`src/rtl/gray_pkg.sv`:
```
// gray_pkg
// Shared definitions for Gray-code blocks: the sweep state encoding,
// direction constants and a width-agnostic binary-to-Gray helper.
// Used by bin_to_gray and gray_sweep_ctrl. No ports.
package gray_pkg;

  typedef enum logic [1:0] {
    IDLE = 2'd0,
    RUN  = 2'd1,
    DONE = 2'd2
  } gray_state_e;

  localparam logic DIR_UP   = 1'b0;
  localparam logic DIR_DOWN = 1'b1;

  localparam int GRAY_MAX_WIDTH = 16;

  // Callers zero-extend narrower codes; the upper bits stay zero.
  function automatic logic [GRAY_MAX_WIDTH-1:0] bin2gray(
    input logic [GRAY_MAX_WIDTH-1:0] b
  );
    return b ^ (b >> 1);
  endfunction

endpackage

```
`src/rtl/bin_to_gray.sv`:
```
// bin_to_gray
// Purely combinational binary-to-Gray encoder.
// Ports:
//   bin  - binary input, WIDTH bits
//   gray - Gray encoding of bin, WIDTH bits
module bin_to_gray
  import gray_pkg::*;
#(
  parameter int WIDTH = 3
) (
  input  logic [WIDTH-1:0] bin,
  output logic [WIDTH-1:0] gray
);

  assign gray = WIDTH'(bin2gray(GRAY_MAX_WIDTH'(bin)));

endmodule

```
`src/rtl/gray_sweep_ctrl.sv`:
```
// gray_sweep_ctrl
// Sweeps a binary count through its full 2^WIDTH range, one code per
// accepted transfer, and presents each count with its Gray encoding.
// Optional adjacency checker enabled by defining GRAY_SWEEP_CHECK_EN.
// Ports:
//   clk, rst        - clock, synchronous active-high reset
//   start, dir      - begin a sweep (IDLE only); 0 = up from 0, 1 = down from all-ones
//   abort           - terminate a running sweep, no done pulse
//   code_ready      - consumer accepts the current code
//   code_valid      - bin/gray hold a valid code
//   bin, gray       - current binary count and its Gray encoding
//   last            - current code is the final one of the sweep
//   busy            - not IDLE
//   done            - one-cycle pulse after the final code is accepted
//   err             - sticky adjacency failure (0 when the checker is absent)
//
// state | meaning
// IDLE  | waiting for start, no valid code
// RUN   | presenting codes, advancing on each transfer
// DONE  | one-cycle done pulse, then back to IDLE
module gray_sweep_ctrl
  import gray_pkg::*;
#(
  parameter int WIDTH = 3
) (
  input  logic             clk,
  input  logic             rst,
  input  logic             start,
  input  logic             dir,
  input  logic             abort,
  input  logic             code_ready,
  output logic             code_valid,
  output logic [WIDTH-1:0] bin,
  output logic [WIDTH-1:0] gray,
  output logic             last,
  output logic             busy,
  output logic             done,
  output logic             err
);

  localparam logic [1:0] ST_IDLE = IDLE;
  localparam logic [1:0] ST_RUN  = RUN;
  localparam logic [1:0] ST_DONE = DONE;

  localparam logic [WIDTH-1:0] BIN_MAX = '1;

  logic [1:0]       state;
  logic [WIDTH-1:0] bin_q;
  logic             dir_q;
  logic             xfer;
  logic             end_code;

  assign end_code = (dir_q == DIR_DOWN) ? (bin_q == '0) : (bin_q == BIN_MAX);
  assign xfer     = (state == ST_RUN) && code_ready;

  always_ff @(posedge clk) begin
    if (rst) begin
      state <= ST_IDLE;
      bin_q <= '0;
      dir_q <= DIR_UP;
    end else begin
      case (state)
        ST_IDLE: begin
          if (start) begin
            state <= ST_RUN;
            dir_q <= dir;
            bin_q <= (dir == DIR_DOWN) ? BIN_MAX : '0;
          end
        end
        ST_RUN: begin
          // abort takes priority: a same-cycle transfer is accepted but bin holds
          if (abort) begin
            state <= ST_IDLE;
          end else if (xfer) begin
            if (end_code) begin
              state <= ST_DONE;
            end else if (dir_q == DIR_DOWN) begin
              bin_q <= bin_q - 1'b1;
            end else begin
              bin_q <= bin_q + 1'b1;
            end
          end
        end
        ST_DONE: state <= ST_IDLE;
        default: state <= ST_IDLE;
      endcase
    end
  end

  bin_to_gray #(.WIDTH(WIDTH)) u_b2g (
    .bin  (bin_q),
    .gray (gray)
  );

  assign bin        = bin_q;
  assign code_valid = (state == ST_RUN);
  assign last       = (state == ST_RUN) && end_code;
  assign busy       = (state != ST_IDLE);
  assign done       = (state == ST_DONE);

`ifdef GRAY_SWEEP_CHECK_EN
  logic [WIDTH-1:0] prev_gray;
  logic             have_prev;
  logic             err_q;

  // Compares against the output net so any corruption of gray is visible.
  always_ff @(posedge clk) begin
    if (rst) begin
      prev_gray <= '0;
      have_prev <= 1'b0;
      err_q     <= 1'b0;
    end else if (state != ST_RUN) begin
      have_prev <= 1'b0;
    end else if (xfer) begin
      if (have_prev && ($countones(prev_gray ^ gray) != 1)) begin
        err_q <= 1'b1;
      end
      prev_gray <= gray;
      have_prev <= 1'b1;
    end
  end

  assign err = err_q;
`else
  assign err = 1'b0;
`endif

endmodule

```
`config.mk`:
```
export PLATFORM = sky130hd
export DESIGN_NAME = gray_sweep_ctrl
export DESIGN_NICKNAME = d
export VERILOG_FILES = /design/src/rtl/gray_pkg.sv /design/src/rtl/bin_to_gray.sv /design/src/rtl/gray_sweep_ctrl.sv
export SDC_FILE = /design/constraint.sdc
export NUM_CORES = 1
export LEC_CHECK = 0
export BUFFER_PORTS_ARGS = -buffer_cell sky130_fd_sc_hd__buf_2
export CORE_AREA = 2 2 39 41
export DETAILED_ROUTE_END_ITERATION = 8
export DIE_AREA = 0 0 41 43
export PLACE_DENSITY_LB_ADDON = 0.08
export SLEW_MARGIN = 20
export SYNTH_ARGS = -nofsm -noshare
export SYNTH_HDL_FRONTEND = slang
export SYNTH_HIERARCHICAL = 1
export SYNTH_SLANG_ARGS = --single-unit
```
`constraint.sdc`:
```
create_clock -name clk -period 2.45 [get_ports clk]
set_clock_uncertainty 0.2 [all_clocks]
set_input_delay 0 -clock clk [delete_from_list [all_inputs] [get_ports clk]]
set_output_delay 0 -clock clk [all_outputs]
set_load 0.02 [all_outputs]
```
Word level (Yosys, flattened, before mapping)
Index checks and enable logic that the tools add are counted. W data, S select, Z words.

Bits in registers: 6. Input bits: 6. Word-level logic and storage cells: 37.

Add/subtract/negate cells: 2. Equal/unequal tests: 9. Mux-type cells: 13. Bitwise operators: 1. Reductions and logical operators: 9.

Operators by type and width (number): $mux W3 (6); $mux W2 (4); $ne A2 B2 Y1 const B (3); $ne A3 B2 Y1 const B (2); $pmux W3 S2 (1); $reduce_and A5 Y1 (1); $pmux W2 S2 (1); $reduce_bool A2 Y1 (2); $add A3 B1 Y3 const B (1); $eq A3 B3 Y1 const B (1); $logic_not A3 Y1 (1); $reduce_and A3 Y1 (1); $sub A3 B1 Y3 const B (1); $xor A3 B2 Y3 (1); $eq A2 B1 Y1 const B (1); $eq A2 B2 Y1 const B (1); $logic_and A1 B1 Y1 (2); $logic_not A2 Y1 (1); $ne A2 B1 Y1 const B (1); $reduce_and A2 Y1 (1); $mux W1 (1).

Depth between registers and ports, before layout
Depth after elaboration: 6. Depth in mapped cells: 6. Gate-level depth less buffers: 6.

By module
The synthesis kept the hierarchy.

Modules (own cells, without submodules): gray_sweep_ctrl (times used 1, cells each 45, area an instance 396.6 um^2, sequential area each 120.1 um^2); bin_to_gray (times used 1, cells each 3, area an instance 25.0 um^2, sequential area each 0.0 um^2).

Least setup slack after synthesis
No wires, ideal clock.

Path kind: register to register. From: reg bin_q[0], in the netlist bin[0]. To: reg bin_q[2], in the netlist bin[2]. Setup time: 70 ps. Arrival time: 1832 ps. Setup slack: 348 ps. Stages on the path, launching flop included: 7. Path buffers: 0. Clock period less this slack: 2102 ps. Cells stage by stage: dfxtp_1 -> inv_1 -> fa_1 -> xnor2_1 -> xnor2_1 -> a2111o_1 -> a21oi_1.

Longest elaborated chain between the ends: 6. Elaborated cells on any way between the ends: 12. Classes of those cells: 2 x add/sub; 2 x eq/ne; 6 x mux; 2 x reduce/logical.

Ends and longest elaborated chain: from (decl) (line gray_sweep_ctrl.sv:48) `logic [WIDTH-1:0] bin_q;`; from (signal assigned) (line gray_sweep_ctrl.sv:67) `bin_q <= (dir == DIR_DOWN) ? BIN_MAX : '0;`; from (signal assigned) (line gray_sweep_ctrl.sv:78) `bin_q <= bin_q - 1'b1;`; from (signal assigned) (line gray_sweep_ctrl.sv:80) `bin_q <= bin_q + 1'b1;`; $add A3 B1 Y3 or $sub A3 B1 Y3 (tied branches) (line gray_sweep_ctrl.sv:80, gray_sweep_ctrl.sv:78); $mux W3 (line gray_sweep_ctrl.sv:77) `end else if (dir_q == DIR_DOWN) begin`; $mux W3 (line gray_sweep_ctrl.sv:75) `if (end_code) begin`; $mux W3 (line gray_sweep_ctrl.sv:74) `end else if (xfer) begin`; $mux W3 (line gray_sweep_ctrl.sv:72) `if (abort) begin`; $pmux W3 S2 (line gray_sweep_ctrl.sv:62) `case (state)`.

Parallel ways exist; a longest one is shown, timed or not. The select of a mux whose other input is x is not followed. A chain may end at the register's enable or synchronous reset.

Worst setup path after layout
From: reg bin_q[1], in the netlist bin[1]. To: reg bin_q[2], in the netlist bin[2].

Same word-level chain as after synthesis.

==> metrics.yaml <==
outcome:
  outcome: "complete, no violations"
critical_path:
  cp.required_ps: 2430
  critPathArrivalTime_ps: 2040
  reg2reg_depth: 6
  start_kind: "flip-flop"
  crit_fanout: 8
  worstSetupPathType: "flip-flop to flip-flop"
  worstSetupEndpointType: "flip-flop"
route:
  viasPerCell: 4.71
  drt_first_iter_violations: 9
  routed_wl_um: 940
  drt-wirelength-per-cell_um: 10.9
  postRouteAntennaNets: 0
  drc: 0
  first_pass_iters: 3
  vias: 405
global_routing:
  grt_max_degree: 9
  grt_overflow_total: 0
  grt_first_pass_wirelength_um: 1520
  antenna_found_initial: 0
  first_global_vias: 353
  grt_util_all_layers_pct: 12.4
logic_synthesis:
  syn_avg_cell_area_sq_um: 8.78
  syn_nets: 55
  synth-seq-cells: 6
  ys_seq_area_share_pct: 28.5
  syn_inst: 48
  mappedNetlistArea_sq_um: 422
  synth-warning-count: 6
  synth_cell_types: 24
floorplan:
  initial_core_util_pct: 30.5
  die_x_um: 41
  die_h_um: 43
  core_area_sq_um: 1380
  io-pin-count: 17
  die-area_sq_um: 1760
  rows: 14
power_and_ir_drop:
  irDropWorstVdd_mv: 0.215
  p_per_area_nw_per_um2: 510
  p_leak_uw: 0.000266
placed_design:
  dp_slack_ps: 383
  place_inst: 77
  place_congestion: 0.660
  numPortBuffers: 15
timing:
  min_period_ps: 2060
  period_share_pct: 84.1
  fmax_mhz: 485
  tns_ps: 0
  report.final.slew_viol_count: 0
  rsz0062_at_grt: "false"
  setup_viol: 0
  finalHoldViolCount: 0
  worst_slack_ps: 389
cells_and_area:
  drive_above_1_share_pct: 32.9
  fin_nets: 79
  syn2layout_area_growth_pct: 38.6
  n_antenna_cell: 0
  final_common_cell: "buf_2"
  final_cell_mix: "buf_2 (15), dfxtp_1 (6), dlygate4sd3_1 (6)"
  fin_cells: 86
worst_hold_path:
  hold_class: "flip-flop to flip-flop"
  worstHoldPathCells: 1
clocking:
  root_buffer: "clkbuf_4"
  path_clk_slew_ps: 40
  numCtsBuffers: 3
  cts_buffer_depth: 2
  clock-sinks: 6
  clkLatencyLatePin_ps: 240
  cts_tree: "yes"
  cts_resized: 0
  cts_max_level: 1
flow_run:
  drv_cap: 0
cell families (layout without fill, tap and decap cells):
family          count (synthesis)  in the layout  synth area share [%]
compound gates                 15             15                  26.1
buf+inv                         6             28                  8.01
simple gates                   15             15                  23.4
fa+ha+maj                       1              1                  4.75
flops                           6              6                  28.5
other cells                     1              1                 0.889
xor+xnor                        4              4                  8.31
critical path: stages (launching register included):
cell and delay, ps:
dfxtp_1 470, inv_1 100, fa_1 410, xnor2_1 150, xnor2_1 130, a2111o_1 400, a21oi_1 140
state kept, by name, indices dropped and copies added, names as in the netlist:
name   flops
state      2
dir_q      1
bin        3
timing repair:
| action | CTS | global route |
|---|---|---|
| setup buffers | 0 | 0 |
| hold buffers | 6 | 0 |
| endpoints found under the hold margin | 6 | 0 |
layer usage:
layer,part of all wire [%],wire length (um),vias to the layer above,GRT usage [%]
met4,0,0,0,6.00
met2,46,428,11,16.3
met1,49,457,180,18.3
li1,-,-,214,-
met3,5.7,54,0,3.14
met5,0,0,-,0
power by group:
part           internal [uW]  switching (uW)  total [uW]
clock network           55.4            35.9        91.3
registers                105            11.4         116
logic                   41.9            48.9        90.9
total                    202            96.2         298
worst paths after layout:
path	from	endpoint	slack, ps
max	bin[1]	bin[2]	390
min	state[1]	state[0]	320
max reg2reg	bin[1]	bin[2]	390
min reg2reg	state[1]	state[0]	320
cells in the mapped netlist:
cell	n	area share (%)
xor2_1	2	4.2
buf_4	3	5.3
a2111o_1	2	5.3
a211oi_1	1	1.8
nand2b_1	1	1.5
a21oi_1	4	4.7
o21ai_0	4	4.7
nor3b_1	1	1.8
dfxtp_1	6	28
conb_1	1	0.89
nand3b_1	2	3.6
o311a_1	1	2.4
and4b_4	1	3.3
fa_1	1	4.7
inv_1	3	2.7
a21o_1	1	1.8
or2_2	1	1.5
o21a_4	1	3.6
xnor2_1	2	4.2
nor2b_1	3	4.5
o21bai_1	1	1.8
nor4b_1	1	2.1
nor2_1	4	3.6
and3_2	1	1.8
metrics by stage:
step | total power, uW | cell area (sq um) | hold WS [ps] | util (%)
2_1_floorplan | 178 | 422 | -131 | -
3_3_place_gp | 205 | 502 | 73.9 | 36.3
3_5_place_dp | 203 | 502 | 65.3 | 36.3
4_1_cts | 305 | 584 | 329 | 42.2
5_1_grt | 322 | 584 | 346 | 42.2
6_report | 298 | 584 | 317 | 42.2
area by class of cell:
class	instances	area, sq um
sequential	6	120
timing repair buffer	22	143
fill	147	800
clock buffer	3	22.5
multi-input combinational	36	268
tap	16	20.0
inverter	3	11.3
No activity file was read; power rests on OpenSTA's default activity.
